$ cat src/rtl/alu_share_arbiter.sv
// Round-robin sharing of one external combinational ALU between two ports.
// Operands are registered before the ALU and the result is registered after it.
module alu_share_arbiter #(
  parameter int WIDTH = 32,
  parameter int OPW   = 3
) (
  input  logic             clk,
  input  logic             reset_n,
  input  logic [1:0]       req_valid,
  output logic [1:0]       req_ready,
  input  logic [WIDTH-1:0] req_a0,
  input  logic [WIDTH-1:0] req_a1,
  input  logic [WIDTH-1:0] req_b0,
  input  logic [WIDTH-1:0] req_b1,
  input  logic [OPW-1:0]   req_op0,
  input  logic [OPW-1:0]   req_op1,
  output logic [1:0]       resp_valid,
  input  logic [1:0]       resp_ready,
  output logic [WIDTH-1:0] resp_result,
  output logic [WIDTH-1:0] alu_a,
  output logic [WIDTH-1:0] alu_b,
  output logic [OPW-1:0]   alu_ctrl,
  input  logic [WIDTH-1:0] alu_result,
  output logic             busy
);

  typedef enum logic [1:0] {
    IDLE = 2'd0,
    EXEC = 2'd1,
    RESP = 2'd2
  } state_t;

  state_t           r_state;
  state_t           w_state_nxt;
  logic             r_prio;
  logic             r_grant;
  logic [WIDTH-1:0] r_a;
  logic [WIDTH-1:0] r_b;
  logic [OPW-1:0]   r_op;
  logic [WIDTH-1:0] r_result;

  logic             w_grant;
  logic             w_accept;
  logic             w_done;
  logic [1:0]       w_req_ready;
  logic [1:0]       w_resp_valid;
  logic [WIDTH-1:0] w_a;
  logic [WIDTH-1:0] w_b;
  logic [OPW-1:0]   w_op;

  // Both valid: the priority pointer decides; otherwise the lone requester.
  assign w_grant = (req_valid == 2'b11) ? r_prio : req_valid[1];

  assign w_a  = w_grant ? req_a1  : req_a0;
  assign w_b  = w_grant ? req_b1  : req_b0;
  assign w_op = w_grant ? req_op1 : req_op0;

  always_comb begin
    w_state_nxt  = r_state;
    w_accept     = 1'b0;
    w_done       = 1'b0;
    w_req_ready  = 2'b00;
    w_resp_valid = 2'b00;
    unique case (r_state)
      IDLE: begin
        if (|req_valid) begin
          w_accept             = 1'b1;
          w_req_ready[w_grant] = 1'b1;
          w_state_nxt          = EXEC;
        end
      end
      EXEC: begin
        w_state_nxt = RESP;
      end
      RESP: begin
        w_resp_valid[r_grant] = 1'b1;
        if (resp_ready[r_grant]) begin
          w_done      = 1'b1;
          w_state_nxt = IDLE;
        end
      end
      default: begin
        w_state_nxt = IDLE;
      end
    endcase
  end

  always_ff @(posedge clk) begin
    if (!reset_n) begin
      r_state  <= IDLE;
      r_prio   <= 1'b0;
      r_grant  <= 1'b0;
      r_a      <= '0;
      r_b      <= '0;
      r_op     <= '0;
      r_result <= '0;
    end else begin
      r_state <= w_state_nxt;
      if (w_accept) begin
        r_grant <= w_grant;
        r_a     <= w_a;
        r_b     <= w_b;
        r_op    <= w_op;
      end
      if (r_state == EXEC) begin
        r_result <= alu_result;
      end
      if (w_done) begin
        r_prio <= ~r_grant;
      end
    end
  end

  // Handshake outputs are masked while reset is held so nothing leaks out.
  assign req_ready   = reset_n ? w_req_ready  : 2'b00;
  assign resp_valid  = reset_n ? w_resp_valid : 2'b00;
  assign busy        = reset_n && (r_state != IDLE);
  assign resp_result = r_result;
  assign alu_a       = r_a;
  assign alu_b       = r_b;
  assign alu_ctrl    = r_op;

endmodule
$ cat config.mk
export PLATFORM = sky130hd
export DESIGN_NAME = alu_share_arbiter
export DESIGN_NICKNAME = d
export VERILOG_FILES = /design/src/rtl/alu_share_arbiter.sv
export SDC_FILE = /design/constraint.sdc
export NUM_CORES = 1
export LEC_CHECK = 0
export ABC_AREA = 0
export BUFFER_PORTS_ARGS = -buffer_cell sky130_fd_sc_hd__buf_4
export CAP_MARGIN = 20
export CORE_ASPECT_RATIO = 1.2
export CORE_MARGIN = 2
export CORE_UTILIZATION = 30
export CTS_BUF_LIST = sky130_fd_sc_hd__clkbuf_2
export DETAILED_ROUTE_END_ITERATION = 16
export PLACE_DENSITY_LB_ADDON = 0.05
export SYNTH_ARGS = -nofsm -noshare
export SYNTH_HDL_FRONTEND = slang
export SYNTH_SLANG_ARGS = --single-unit
$ cat constraint.sdc
create_clock -name clk -period 2.9 [get_ports clk]
set_input_delay 0.145 -clock clk [delete_from_list [all_inputs] [get_ports clk]]
set_output_delay 0.145 -clock clk [all_outputs]
set_load 0.005 [all_outputs]
==> metrics.md <==
| Metric | Value |
|---|---|
| Status | `finished, final reports clean` |
| Io pins | `276` |
| RSZ-0062 raised after global routing | `false` |
| Hold_sp | `req_valid[1]` |
| Met3 WL | `1310 um` |
| Top cells by area, synth | `dfxtp_1, o311a_1, o21bai_1` |
| DRT Wirelength | `19500 um` |
| # setup viols final | `0` |
| Grt total ovfl | `0` |
| R2r worst-path depth | `5` |
| Post-synth EDFFs | `0` |
| Starting Density | `0.306` |
| Cts bufs inserted | `9` |
| Combinational cell fraction of total power | `0.349` |
| Switching share of power | `0.297` |
| Net count after synthesis | `737` |
| Slew HR | `0.462` |
| Fin cells | `1186` |
| Internal | `0.00266 W` |
| GRT Overall Usage | `0.206` |
| Post-synthesis cell type count | `30` |
| Share of cells above drive strength 1 | `0.329` |
| Kind of critical path | `register to register` |
| Syn Std Cell Area | `0.00518 sq mm` |
| Worst R2R Start | `r_prio` |
| Port buffer count | `275` |
| Latest clock arrival within the worst-skew pair | `620 ps` |
| Core ar. | `0.0169 sq mm` |
| Top-area cell type share of the netlist area | `0.398` |
| Asr flop ratio synth | `0` |
| Commonest cells after routing, fill and taps aside | `buf_4, dlygate4sd3_1, dfxtp_1` |
| Fill cells | `1581` |
| Max cap viols | `0` |
| Initial antenna violation count | `1` |
| Commonest non-fill, non-tap cell in the layout | `buf_4` |
| WP data required | `3420 ps` |
| CP endpoint | `alu_b[22]` |
| Reg2Reg Setup Slack | `400 ps` |
| CTS root buf | `clkbuf_2` |
| Routed via count | `5967` |
| Flops & latches, synth | `103` |
| Maximum clock insertion buffer count | `2` |
| Multi-input gate area | `0.00270 sq mm` |
| Routed Antenna Nets | `0` |
| Pins Over Slew Limit | `0` |
| Startpoint Class | `register` |
| CTS Sinks | `103` |
| Setup TNS | `0 ps` |
| Setup crit start | `r_prio` |
| Placed Cells | `997` |
| Cells after Synth | `565` |
| Synth Warn # | `0` |
| Nets | `1134` |
| Tmin final | `2500 ps` |
| Reg clk slew, reported paths | `270 ps` |
| Post-layout util | `0.536` |
| CP Max Fanout | `78` |
| Worst-Margin Slew | `807 ps` |
| Power per cell area | `418 mW/mm^2` |
| DIE WIDTH | `124 um` |
| Register area share after synthesis | `0.398` |
| DR top layer | `met4` |
| Crit-path max cell delay | `650 ps` |
| Seq pwr share | `0.436` |
| Final Hold Fails | `0` |
| Syn_area_per_cell | `9.17 sq um` |
| Register area | `0.00206 sq mm` |
| Leak pwr | `4.43 nW` |
| HPWL Detailed | `11800 um` |
| Period utilization | `0.862` |
| Critical Path End Type | `register` |
| Worst R2R End | `alu_b[22]` |
| Clock network fraction of total power | `0.215` |
| Largest net degree at the start of global routing | `79` |
| FP Rows | `52` |
| CTS tree | `built` |
| Vias in the first global route | `6234` |
| Crit-path cells | `nand2b_4 > buf_4 > a21boi_0 > o311a_1 > dlygate4sd3_1` |
| Biggest area consumer among synthesized cells | `dfxtp_1` |
| DRC Markers | `0` |
| Die height | `148 um` |
| Critical-path top delay cell | `nand2b_4` |
| Pre-antenna DRT Iters | `4` |
| First-pass GRT wire length | `30100 um` |
| Hold Path Class | `primary input to register` |
| Switch Pwr | `0.00112 W` |
| Max Clock Skew | `26.4 ps` |
| Met2 wire length | `9720 um` |
| CP Data Arrival Time | `3030 ps` |
| Initial DRC count | `276` |
| Final GP Congestion | `0.760` |
| Total power | `0.00379 W` |
| Top_reg_cell synth | `dfxtp_1` |
| DR vias/cell | `5.03` |
| FMAX | `400 MHz` |
| DRT met1 WL | `7850 um` |
| Worst vdd ir | `0.270 mV` |
| Die area | `0.0183 sq mm` |
| Area grow syn2layout | `75.0%` |
| Htree depth | `3` |
| DR WL/cell | `16.4 um` |
## worst max-delay path: cells and delay by family, from the launching register on
| family | cells | cell delay, ps |
|---|---|---|
| buffers and inverters | 2 | 900 |
| flip-flops | 1 | 420 |
| AND/OR/NAND/NOR | 1 | 650 |
| AO/OA/AOI/OAI | 2 | 460 |
## synthesized netlist by cell type (5+ instances only)
library cell,number
a21oi_1,35
nor2_1,6
buf_2,20
a21boi_1,30
a21boi_0,27
a21boi_2,10
dfxtp_1,103
buf_6,12
nand2_1,66
o21bai_1,67
and3_1,68
o311a_1,67
buf_4,5
clkbuf_1,29
## registers in the layout, summed over array words and instances, names as in the netlist
| name | count |
|---|---|
| alu_a | 32 |
| alu_b | 32 |
| resp_result | 32 |
| alu_ctrl | 3 |
| r_state | 2 |
| r_grant | 1 |
| r_prio | 1 |
## kinds of logic after synthesis
group                  Yosys count  share of synthesized area
muxes                            1                    0.00193
DFF                            103                      0.398
and+or+nand+nor                149                      0.147
AOI/OAI and AO/OA              240                      0.370
buffers and inverters           72                     0.0833
## cell type report
class,instances,area share
timing repair buffer,456,0.427
multi-input combinational,390,0.298
sequential,103,0.227
tap,216,0.0298
clock inverter,7,0.0105
clock buffer,9,0.00497
inverter,2,0.000828
antenna,3,0.000828
## power groups by stage
stage | clock [W] | combinational, W | sequential, W
2_1_floorplan | 0 | 0.000544 | 0.00168
3_3_place_gp | 0 | 0.00103 | 0.00168
3_5_place_dp | 0 | 0.00105 | 0.00168
4_1_cts | 0.000853 | 0.00132 | 0.00165
5_1_grt | 0.000908 | 0.00144 | 0.00167
6_report | 0.000814 | 0.00132 | 0.00165
## layer usage
metal  vias to the layer above  track usage
met4                         0       0.0876
met2                       216        0.371
met3                        38       0.0509
met1                      2833        0.226
met5                         -            0
li1                       2880            -
## how the worst min path moves through the flow
stage | end | slack [ps] | depth (start not counted)
after CTS | r_grant | 10 | 3
after floorplan | r_prio | 260 | 1
after global routing | r_grant | 40 | 3
final | r_grant | 80 | 3
after detailed placement | r_prio | 370 | 2
after global placement | r_prio | 370 | 2
## metrics by stage
| step | hold WS, ps | cell area [sq um] | setup slack (ps) |
|---|---|---|---|
| final | 76.0 | 9060 | 400 |
| after global routing | 40.0 | 9060 | 187 |
| after CTS | 11.3 | 9060 | 404 |
| after detailed placement | 369 | 7220 | 982 |
| after global placement | 367 | 7220 | 1020 |
| after floorplan | 259 | 5180 | 1590 |
## repair_timing
item                      4_1_cts  5_1_grt
resized for setup               0        0
hold buffers                  170        0
hold endpoints to repair      102        0
setup buffers                   0        0
(Power assumes the default switching activity.)
